--- src/rtl/calc2_pkg.sv ---
// Shared widths, command/response codes and issuer FSM states for the calc2 port logic.
package calc2_pkg;

  localparam int CMD_W       = 4;
  localparam int DATA_W      = 32;
  localparam int TAG_W       = 2;
  localparam int TIMEOUT_DEF = 64;

  typedef enum logic [CMD_W-1:0] {
    CMD_NOP = 4'd0,
    CMD_ADD = 4'd1,
    CMD_SUB = 4'd2,
    CMD_SHL = 4'd5,
    CMD_SHR = 4'd6
  } cmd_e;

  typedef enum logic [1:0] {
    RESP_NONE    = 2'd0,
    RESP_OK      = 2'd1,
    RESP_OVF_INV = 2'd2,
    RESP_ERR     = 2'd3
  } resp_e;

  typedef enum logic [1:0] {
    ST_IDLE  = 2'd0,
    ST_SEND1 = 2'd1,
    ST_SEND2 = 2'd2
  } issue_state_e;

endpackage

--- src/rtl/calc2_tag_tracker.sv ---
// Outstanding-tag bookkeeping: busy mask, per-tag age timers, lowest-free
// allocation, response matching and timeout arbitration.
module calc2_tag_tracker #(
  parameter int TAG_W   = calc2_pkg::TAG_W,
  parameter int TIMEOUT = calc2_pkg::TIMEOUT_DEF
) (
  input  logic             clk,
  input  logic             reset,
  input  logic             alloc_en,
  input  logic             resp_valid,
  input  logic [TAG_W-1:0] resp_tag,
  output logic [TAG_W-1:0] alloc_tag,
  output logic             resp_hit,
  output logic             free_next,
  output logic             timeout_valid,
  output logic [TAG_W-1:0] timeout_tag,
  output logic [TAG_W:0]   outstanding
);

  localparam int NUM_TAGS = 2 ** TAG_W;
  localparam int TMR_W    = $clog2(TIMEOUT + 1);
  localparam logic [TMR_W-1:0] TMR_MAX = TMR_W'(TIMEOUT);

  logic [NUM_TAGS-1:0] busy_q, busy_d;
  logic [TMR_W-1:0]    timer_q [NUM_TAGS];
  logic [TMR_W-1:0]    timer_d [NUM_TAGS];
  logic                timeout_valid_q, timeout_valid_d;
  logic [TAG_W-1:0]    timeout_tag_q, timeout_tag_d;

  // Lowest-index free tag and response match, both from the registered busy mask.
  always_comb begin
    // NOTE: every combinational output gets a default first so no path leaves it unassigned (no latch).
    alloc_tag = '0;
    for (int i = NUM_TAGS - 1; i >= 0; i--) begin
      if (!busy_q[i]) alloc_tag = TAG_W'(i);
    end
    resp_hit = resp_valid && busy_q[resp_tag];
  end

  // Pick the lowest expired tag not rescued by a response this cycle; others hold at TIMEOUT.
  always_comb begin
    timeout_valid_d = 1'b0;
    timeout_tag_d   = '0;
    for (int i = NUM_TAGS - 1; i >= 0; i--) begin
      if (busy_q[i] && (timer_q[i] == TMR_MAX) &&
          !(resp_valid && (resp_tag == TAG_W'(i)))) begin
        timeout_valid_d = 1'b1;
        timeout_tag_d   = TAG_W'(i);
      end
    end
  end

  // Next busy mask and timers: age, free on response/timeout, claim on allocation.
  always_comb begin
    for (int i = 0; i < NUM_TAGS; i++) begin
      busy_d[i]  = busy_q[i];
      timer_d[i] = timer_q[i];
      if (busy_q[i] && (timer_q[i] != TMR_MAX)) timer_d[i] = timer_q[i] + TMR_W'(1);
      if (resp_hit && (resp_tag == TAG_W'(i))) begin
        busy_d[i]  = 1'b0;
        timer_d[i] = '0;
      end
      if (timeout_valid_d && (timeout_tag_d == TAG_W'(i))) begin
        busy_d[i]  = 1'b0;
        timer_d[i] = '0;
      end
      if (alloc_en && (alloc_tag == TAG_W'(i))) begin
        busy_d[i]  = 1'b1;
        timer_d[i] = '0;
      end
    end
    free_next = ~&busy_d;
  end

  // Popcount of the busy mask, so it moves in step with the mask itself.
  always_comb begin
    outstanding = '0;
    for (int i = 0; i < NUM_TAGS; i++) begin
      outstanding = outstanding + (TAG_W + 1)'(busy_q[i]);
    end
  end

  // Tracker state registers.
  always_ff @(posedge clk) begin
    if (reset) begin
      busy_q          <= '0;
      timeout_valid_q <= 1'b0;
      timeout_tag_q   <= '0;
      // NOTE: the timer array is only NUM_TAGS small registers, not a RAM, so it is reset explicitly.
      for (int i = 0; i < NUM_TAGS; i++) timer_q[i] <= '0;
    end else begin
      busy_q          <= busy_d;
      timeout_valid_q <= timeout_valid_d;
      timeout_tag_q   <= timeout_tag_d;
      timer_q         <= timer_d;
    end
  end

  assign timeout_valid = timeout_valid_q;
  assign timeout_tag   = timeout_tag_q;

endmodule

--- src/rtl/calc2_port_issuer.sv ---
// Request issuer for one calc2 port: accepts whole operations, sends them as
// two request beats under a free tag, and reports completions and errors.
module calc2_port_issuer #(
  parameter int DATA_W  = calc2_pkg::DATA_W,
  parameter int CMD_W   = calc2_pkg::CMD_W,
  parameter int TAG_W   = calc2_pkg::TAG_W,
  parameter int TIMEOUT = calc2_pkg::TIMEOUT_DEF
) (
  input  logic              c_clk,
  input  logic              reset,
  input  logic              op_valid,
  output logic              op_ready,
  input  logic [CMD_W-1:0]  op_cmd,
  input  logic [DATA_W-1:0] op_a,
  input  logic [DATA_W-1:0] op_b,
  output logic [CMD_W-1:0]  req_cmd_in,
  output logic [DATA_W-1:0] req_data_in,
  output logic [TAG_W-1:0]  req_tag_in,
  input  logic [1:0]        out_resp,
  input  logic [DATA_W-1:0] out_data,
  input  logic [TAG_W-1:0]  out_tag,
  output logic              done_valid,
  output logic [1:0]        done_resp,
  output logic [DATA_W-1:0] done_data,
  output logic [TAG_W-1:0]  done_tag,
  output logic              timeout_valid,
  output logic [TAG_W-1:0]  timeout_tag,
  output logic              spurious_err,
  output logic [TAG_W:0]    outstanding
);

  import calc2_pkg::*;

  issue_state_e      state_q, state_d;
  logic              op_ready_q, op_ready_d;
  logic [CMD_W-1:0]  req_cmd_q, req_cmd_d;
  logic [DATA_W-1:0] req_data_q, req_data_d;
  logic [TAG_W-1:0]  req_tag_q, req_tag_d;
  logic [DATA_W-1:0] op_b_q, op_b_d;
  logic [TAG_W-1:0]  tag_q, tag_d;
  logic              done_valid_q, done_valid_d;
  logic [1:0]        done_resp_q, done_resp_d;
  logic [DATA_W-1:0] done_data_q, done_data_d;
  logic [TAG_W-1:0]  done_tag_q, done_tag_d;
  logic              spurious_q, spurious_d;

  logic              accept;
  logic              resp_valid;
  logic              resp_hit;
  logic              free_next;
  logic [TAG_W-1:0]  alloc_tag;

  assign accept     = op_valid && op_ready_q;
  assign resp_valid = (out_resp != RESP_NONE);

  calc2_tag_tracker #(
    .TAG_W   (TAG_W),
    .TIMEOUT (TIMEOUT)
  ) u_tracker (
    .clk           (c_clk),
    .reset         (reset),
    .alloc_en      (accept),
    .resp_valid    (resp_valid),
    .resp_tag      (out_tag),
    .alloc_tag     (alloc_tag),
    .resp_hit      (resp_hit),
    .free_next     (free_next),
    .timeout_valid (timeout_valid),
    .timeout_tag   (timeout_tag),
    .outstanding   (outstanding)
  );

  // FSM next state and next request beat; cmd and A go straight into the first beat,
  // B and the tag are held for the second.
  always_comb begin
    state_d    = state_q;
    req_cmd_d  = '0;
    req_data_d = '0;
    req_tag_d  = '0;
    op_b_d     = op_b_q;
    tag_d      = tag_q;
    case (state_q)
      ST_SEND1: begin
        state_d    = ST_SEND2;
        req_data_d = op_b_q;
        req_tag_d  = tag_q;
      end
      default: state_d = ST_IDLE;
    endcase
    if (accept) begin
      state_d    = ST_SEND1;
      req_cmd_d  = op_cmd;
      req_data_d = op_a;
      req_tag_d  = alloc_tag;
      op_b_d     = op_b;
      tag_d      = alloc_tag;
    end
    // Registered ready: the state and free mask it will see next cycle.
    op_ready_d = ((state_d == ST_IDLE) || (state_d == ST_SEND2)) && free_next;
  end

  // Classify an incoming response as a completion or a spurious tag.
  always_comb begin
    done_valid_d = resp_hit;
    done_resp_d  = resp_hit ? out_resp : 2'd0;
    done_data_d  = resp_hit ? out_data : '0;
    done_tag_d   = resp_hit ? out_tag  : '0;
    spurious_d   = resp_valid && !resp_hit;
  end

  // FSM state and all registered outputs.
  always_ff @(posedge c_clk) begin
    // NOTE: sequential state uses non-blocking assignments so every flop samples pre-edge values.
    if (reset) begin
      state_q      <= ST_IDLE;
      op_ready_q   <= 1'b0;
      req_cmd_q    <= '0;
      req_data_q   <= '0;
      req_tag_q    <= '0;
      op_b_q       <= '0;
      tag_q        <= '0;
      done_valid_q <= 1'b0;
      done_resp_q  <= '0;
      done_data_q  <= '0;
      done_tag_q   <= '0;
      spurious_q   <= 1'b0;
    end else begin
      state_q      <= state_d;
      op_ready_q   <= op_ready_d;
      req_cmd_q    <= req_cmd_d;
      req_data_q   <= req_data_d;
      req_tag_q    <= req_tag_d;
      op_b_q       <= op_b_d;
      tag_q        <= tag_d;
      done_valid_q <= done_valid_d;
      done_resp_q  <= done_resp_d;
      done_data_q  <= done_data_d;
      done_tag_q   <= done_tag_d;
      spurious_q   <= spurious_d;
    end
  end

  assign op_ready     = op_ready_q;
  assign req_cmd_in   = req_cmd_q;
  assign req_data_in  = req_data_q;
  assign req_tag_in   = req_tag_q;
  assign done_valid   = done_valid_q;
  assign done_resp    = done_resp_q;
  assign done_data    = done_data_q;
  assign done_tag     = done_tag_q;
  assign spurious_err = spurious_q;

endmodule

--- config.mk ---
export PLATFORM = sky130hd
export DESIGN_NAME = calc2_port_issuer
export DESIGN_NICKNAME = d
export VERILOG_FILES = /design/src/rtl/calc2_pkg.sv /design/src/rtl/calc2_tag_tracker.sv /design/src/rtl/calc2_port_issuer.sv
export SDC_FILE = /design/constraint.sdc
export NUM_CORES = 1
export LEC_CHECK = 0
export BUFFER_PORTS_ARGS = -buffer_cell sky130_fd_sc_hd__buf_2
export CORE_MARGIN = 4
export CORE_UTILIZATION = 40
export DETAILED_ROUTE_END_ITERATION = 7
export GPL_ROUTABILITY_DRIVEN = 0
export PLACE_DENSITY = 0.67
export SLEW_MARGIN = 40
export SYNTH_ARGS = -nofsm -noshare
export SYNTH_HDL_FRONTEND = slang
export SYNTH_SLANG_ARGS = --single-unit
--- constraint.sdc ---
create_clock -name c_clk -period 2.79 [get_ports c_clk]
set_input_delay 0.1395 -clock c_clk [delete_from_list [all_inputs] [get_ports c_clk]]
set_output_delay 0.1395 -clock c_clk [all_outputs]
set_load 0.005 [all_outputs]
## After elaboration in Yosys (flattened, before gate mapping)

Index checks and enable logic that the tools add are counted.

- Bitwise gates (word level): 2
- $add $sub $neg: 7
- Equality and inequality tests: 19
- Reductions and logical operators: 51
- $lt $le $gt $ge: 1
- Muxes and demuxes: 32

Operators by type and width:

| operator | number |
|---|---|
| two-way mux 32 bit | 2 |
| logical AND 1 bit | 32 |
| adder 7 x 1 -> 7 bit (second input constant) | 4 |
| == test 7 bit (second input constant) | 4 |
| inequality test 7 bit (second input constant) | 4 |
| two-way mux 2 bit | 12 |
| two-way mux 1 bit | 17 |
| OR reduction 4 bit | 4 |
| == test 2 bit (second input constant) | 7 |
| == test 2 x 1 -> 1 bit (second input constant) | 4 |
| logical NOT 2 bit | 4 |
| adder 3 x 1 -> 3 bit | 2 |
| logical NOT 1 bit | 6 |
| AND reduction 4 bit | 1 |
| OR reduction 2 bit | 2 |
| < comparator 2 x 3 -> 1 bit (second input constant) | 1 |
| adder 1 x 1 -> 2 bit | 1 |
| binary-select mux 1 bit (select 2 bit) | 1 |
| inverter 1 bit | 2 |
| nonzero test 2 bit | 1 |
| logical OR 1 bit | 1 |

- Bits in registers: 148
- Logic and storage cells: 131
- Input port bits: 107
- Output and inout bits: 83

## Longest topological paths before layout

- Word-level depth: 15
- Depth in mapped cells: 8
- Depth with buffers taken out: 8

## Modules after synthesis

From an unflattened synthesis, not the netlist that was laid out.

- Cell total of the unflattened synthesis: 562
- Area total of the unflattened synthesis: 5680.4 um^2

By module, submodules not included:

| module | times used | area each (um^2) | cells each | sequential area each (um^2) |
|---|---|---|---|---|
| calc2_port_issuer | 1 | 3773.6 | 333 | 2262.2 |
| calc2_tag_tracker | 1 | 1906.8 | 229 | 700.7 |

## Least setup slack after synthesis

No wires, ideal clock.

- Path kind: register to register
- Start point: reg u_tracker.timer_q[23] in the netlist's numbering
- End point: reg op_ready_q (netlist: op_ready)
- Slack: 0.921 ns
- Library setup time: 0.125 ns
- Arrival time: 1.744 ns
- Period minus slack after synthesis: 1.869 ns
- Cell stages (with the launch flop): 7
- Buffers on the path: 0
- Required time: 2.665 ns
- Cell sequence: dfxtp_1 -> or4_4 -> o211ai_2 -> a32oi_1 -> nand2_1 -> a31oi_1 -> o41a_1

- Word-level cells in the longest chain between the ends: 11
- Elaborated cells on any way between the ends: 24
- Classes of those cells: eq/ne (4); mux (10); reduce/logical (10)

RTL lines:

| what | line | RTL |
|---|---|---|
| start: declaration | calc2_tag_tracker.sv:25 | `logic [TMR_W-1:0] timer_q [NUM_TAGS];` |
| start signal: assignment | calc2_tag_tracker.sv:95 | `timer_q <= timer_d;` |
| == test 7 bit (*) | calc2_tag_tracker.sv:45 | `if (busy_q[i] && (timer_q[i] == TMR_MAX) &&` |
| logical AND 1 bit (*) (2 in series) | calc2_tag_tracker.sv:45 |  |
| two-way mux 2 bit | calc2_tag_tracker.sv:45 |  |
| == test 2 x 1 -> 1 bit, or another cell as far along | calc2_tag_tracker.sv:63 | `if (timeout_valid_d && (timeout_tag_d == TAG_W'(i))) begin` |
| logical AND 1 bit | calc2_tag_tracker.sv:63 |  |
| two-way mux 1 bit | calc2_tag_tracker.sv:63 |  |
| two-way mux 1 bit | calc2_tag_tracker.sv:67 | `if (alloc_en && (alloc_tag == TAG_W'(i))) begin` |
| AND reduction 4 bit (*) | calc2_tag_tracker.sv:72 | `free_next = ~&busy_d;` |
| logical NOT 1 bit (*) | calc2_tag_tracker.sv:72 |  |
| logical AND 1 bit (*) | calc2_port_issuer.sv:99 | `op_ready_d = ((state_d == ST_IDLE) \|\| (state_d == ST_SEND2)) && free_next;` |
| end signal: assignment | calc2_port_issuer.sv:129 | `op_ready_q <= op_ready_d;` |
| end: declaration | calc2_port_issuer.sv:35 | `logic op_ready_q, op_ready_d;` |

Mark *: on every way between the ends. The rest lies on a longest branch, timed or not.
A chain may end at the register's enable or synchronous reset.

## Worst setup path after layout

- Start point: reg u_tracker.busy_q[1]
- End point: out outstanding[1]

- Word-level cells in the longest chain between the ends: 3

RTL lines:

| what | line | RTL |
|---|---|---|
| start: declaration | calc2_tag_tracker.sv:24 | `logic [NUM_TAGS-1:0] busy_q, busy_d;` |
| start signal: assignment | calc2_tag_tracker.sv:92 | `busy_q <= busy_d;` |
| adder 1 x 1 -> 2 bit | calc2_tag_tracker.sv:79 | `outstanding = outstanding + (TAG_W + 1)'(busy_q[i]);` |
| adder 3 x 1 -> 3 bit (2 in series) | calc2_tag_tracker.sv:79 |  |
| end: declaration | calc2_port_issuer.sv:29 | `output logic [TAG_W:0] outstanding` |

Every way passes these cells.

==> results_dict.tcl <==
set metrics [dict create \
    r2r_setup_slack_ns 0.66 \
    yosysWarnings 0 \
    grt-ovfl-total 0 \
    setup.worst_path.end_class "output pin" \
    slowest_stage "dfxtp_1" \
    ys.flop_type "dfxtp_1" \
    grt_first_pass_wirelength_um 24000 \
    ys_types 38 \
    syn-cell-area_um2 5290 \
    holdPathStages 3 \
    p_leak_uw 0.00360 \
    ys_seq_area_share_pct 56.0 \
    crit_chain "ha_1 > fa_1 > ha_1 > buf_2" \
    clk_latency_ns 0.42 \
    reg2reg_to "u_tracker.timer_q[9]$_SDFFE_PP0P_" \
    max_stage_delay_ns 0.62 \
    io_pins 190 \
    final_cell_mix "189 x buf_2, 148 x dfxtp_1, 102 x dlygate4sd3_1, 86 x nor2_1, 83 x nand2_1" \
    finalHoldViolCount 0 \
    cp_num_buf_inv 1 \
    hp-start "op_a[18]" \
    fillers 1001 \
    numCtsBuffers 17 \
    maxCapViolCount 0 \
    coreArea_um2 12800 \
    peakVddDrop_mv 0.431 \
    status "completed" \
    antenna_found_initial 0 \
    relSlewSlack_pct 46.7 \
    worstPathArrival_ns 2.16 \
    dp_hpwl_um 9200 \
    critPathKind "reg2out" \
    crit_fanout 16 \
    drv_slew 0 \
    io_buffers 189 \
    crit_required_ns 2.65 \
    initial_core_util_pct 41.4 \
    cts_tree "done" \
    syn_avg_cell_area_um2 9.15 \
    powerDensity_nw_per_um2 622 \
    min_period_over_period_pct 82.5 \
    area_growth_pct 51.9 \
    track_usage_pct 20.0 \
    routed_wl_um 15200 \
    netlist_instances 578 \
    clk_pin_slew_ns 0.07 \
    drive_gt1_share_pct 26.5 \
    timing.rr.start "u_tracker.timer_q[21]$_SDFFE_PP0P_" \
    grt_max_degree 66 \
    dr.pass1.iters 5 \
    drt_iter0_markers 331 \
    clockBufferDepth 2 \
    final_common_cell "buf_2" \
    hold_slack_ns 0.0779 \
    period_minus_slack_ns 2.30 \
    cpMostUsedCell "ha_1" \
    nets 980 \
    num_vias 5122 \
    synthArstFlopShare_pct 0 \
    post_cts_buffers 0 \
    reg2regPathDepth 8 \
    synth_nets 696 \
    ys_ff_latch 148 \
    finalSetupViolCount 0 \
    die_w_um 123 \
    viasPerCell 4.90 \
    start_kind "flip-flop" \
    wl_per_cell_um 14.5 \
    cts_root_buffer "clkbuf_16" \
    htree_levels 4 \
    worstHoldEndpoint "req_data_in[18]$_SDFF_PP0_" \
    rows 41 \
    max_freq_mhz 434 \
    antenna_left 0 \
    skew_ns 0.0139 \
    grt_pass1_vias 5202 \
    rsz0062_at_grt "false" \
    n_antenna_cell 0 \
    cts_sinks 148 \
    die_area_um2 15100 \
    worstHoldPathType "in2reg" \
    synth_edf_count 0 \
    worst_pin_slew_ns 0.800 \
    cp_top_family "adder cells" \
    die_h_um 123 \
    tns_ns 0 \
    drc 0 \
]
[worst max-delay path by stage]
stage                                            start                                end  slack [ns]  cells after the start
detailed placement  u_tracker.timer_q[21]$_SDFFE_PP0P_  u_tracker.timer_q[9]$_SDFFE_PP0P_        0.65                      8
global route            u_tracker.busy_q[1]$_SDFF_PP0_                     outstanding[1]        0.37                      4
global placement    u_tracker.timer_q[23]$_SDFFE_PP0P_                op_ready$_SDFF_PP0_        0.82                      6
floorplan           u_tracker.timer_q[23]$_SDFFE_PP0P_                op_ready$_SDFF_PP0_        0.92                      6
finish                  u_tracker.busy_q[1]$_SDFF_PP0_                     outstanding[1]        0.49                      4
CTS                     u_tracker.busy_q[1]$_SDFF_PP0_                     outstanding[1]        0.47                      4
[sequential cells by signal, summed over array words and instances (netlist names)]
name,cells
done_data,32
op_b_q,32
req_data_in,32
u_tracker.timer_q,28
req_cmd_in,4
u_tracker.busy_q,4
done_resp,2
done_tag,2
req_tag_in,2
state_q,2
tag_q,2
u_tracker.timeout_tag,2
done_valid,1
op_ready,1
spurious_err,1
u_tracker.timeout_valid,1
[cells by family after synthesis]
kind of cell	count (synthesis)	synth area share, %
adder cells (fa/ha/maj)	11	2.74
AND/OR/NAND/NOR	249	21.4
flip-flops	148	56.0
multiplexers	4	0.781
XOR/XNOR	24	3.97
AO/OA/AOI/OAI	99	11.9
buffers and inverters	43	3.15
[synth_stat cells, types with 2 or more instances]
library cell    n  area [um^2]
dfxtp_1       148         2960
nor2_1         87          327
nand2_1        83          312
a21oi_1        46          230
and2_1         43          269
a22oi_1        32          240
clkbuf_1       25         93.8
xor2_1         15          131
inv_1          11         41.3
nand4_1        11         68.8
ha_1           10          125
xnor2_1         9         78.8
nand3_1         6         30.0
a31oi_1         5         31.3
and3_1          5         31.3
buf_2           4         20.0
nand2b_1        4         25.0
a211oi_1        3         22.5
buf_1           3         11.3
mux2i_1         3         30.0
nor3_1          3         15.0
nor4_1          3         18.8
o21ai_0         3         15.0
o21bai_1        2         15.0
[worst reg2reg max path: stages, from the launching register on]
cell	delay (ns)
dfxtp_1	0.42
inv_1	0.08
ha_1	0.22
nand3_1	0.18
o211ai_2	0.11
a32oi_1	0.26
a21oi_1	0.12
o21bai_1	0.48
nor2_1	0.12
[cell type report]
cell class | instances | area, um^2 | share of cell area [%]
multi-input cells | 387 | 2160 | 26.9
well taps | 172 | 215 | 2.68
clock inverters | 10 | 171 | 2.13
repair buffers | 297 | 2010 | 25.0
inverters | 11 | 41.3 | 0.514
flip-flops and latches | 148 | 2960 | 36.9
clock buffers | 21 | 470 | 5.85
[where the power goes]
part           switching [uW]  internal, uW  leakage [uW]  total, uW
registers                24.6          2160       0.00120       2180
clock network             874          1570      0.000310       2450
logic                     163           209       0.00209        371
[metrics by stage]
step / setup WS, ns / utilization, % / std cells / instance area, um^2 / power (uW)
global placement: 0.817 / 49.9 / 913 / 6370 / 2470
CTS: 0.473 / 62.8 / 1045 / 8030 / 5030
global route: 0.365 / 62.9 / 1046 / 8040 / 5190
finish: 0.488 / 62.9 / 1046 / 8040 / 5000
floorplan: 0.921 / - / 578 / 5290 / 2350
detailed placement: 0.652 / 49.9 / 913 / 6370 / 2480
[layer usage]
| layer | vias up | wire length [um] | global-route usage (%) |
|---|---|---|---|
| li1 | 2496 | - | - |
| met1 | 2360 | 5680 | 21.4 |
| met2 | 227 | 7920 | 35.8 |
| met3 | 39 | 1040 | 5.95 |
| met4 | 0 | 511 | 9.83 |
| met5 | - | 0 | 0 |
[repair_timing]
| item | in CTS | in global routing |
|---|---|---|
| gates resized for setup | 0 | 0 |
| hold buffers | 101 | 1 |
| setup endpoints to repair | 0 | 0 |
| endpoints found under the hold margin | 101 | 1 |
Power figures use the tool's default switching activity.
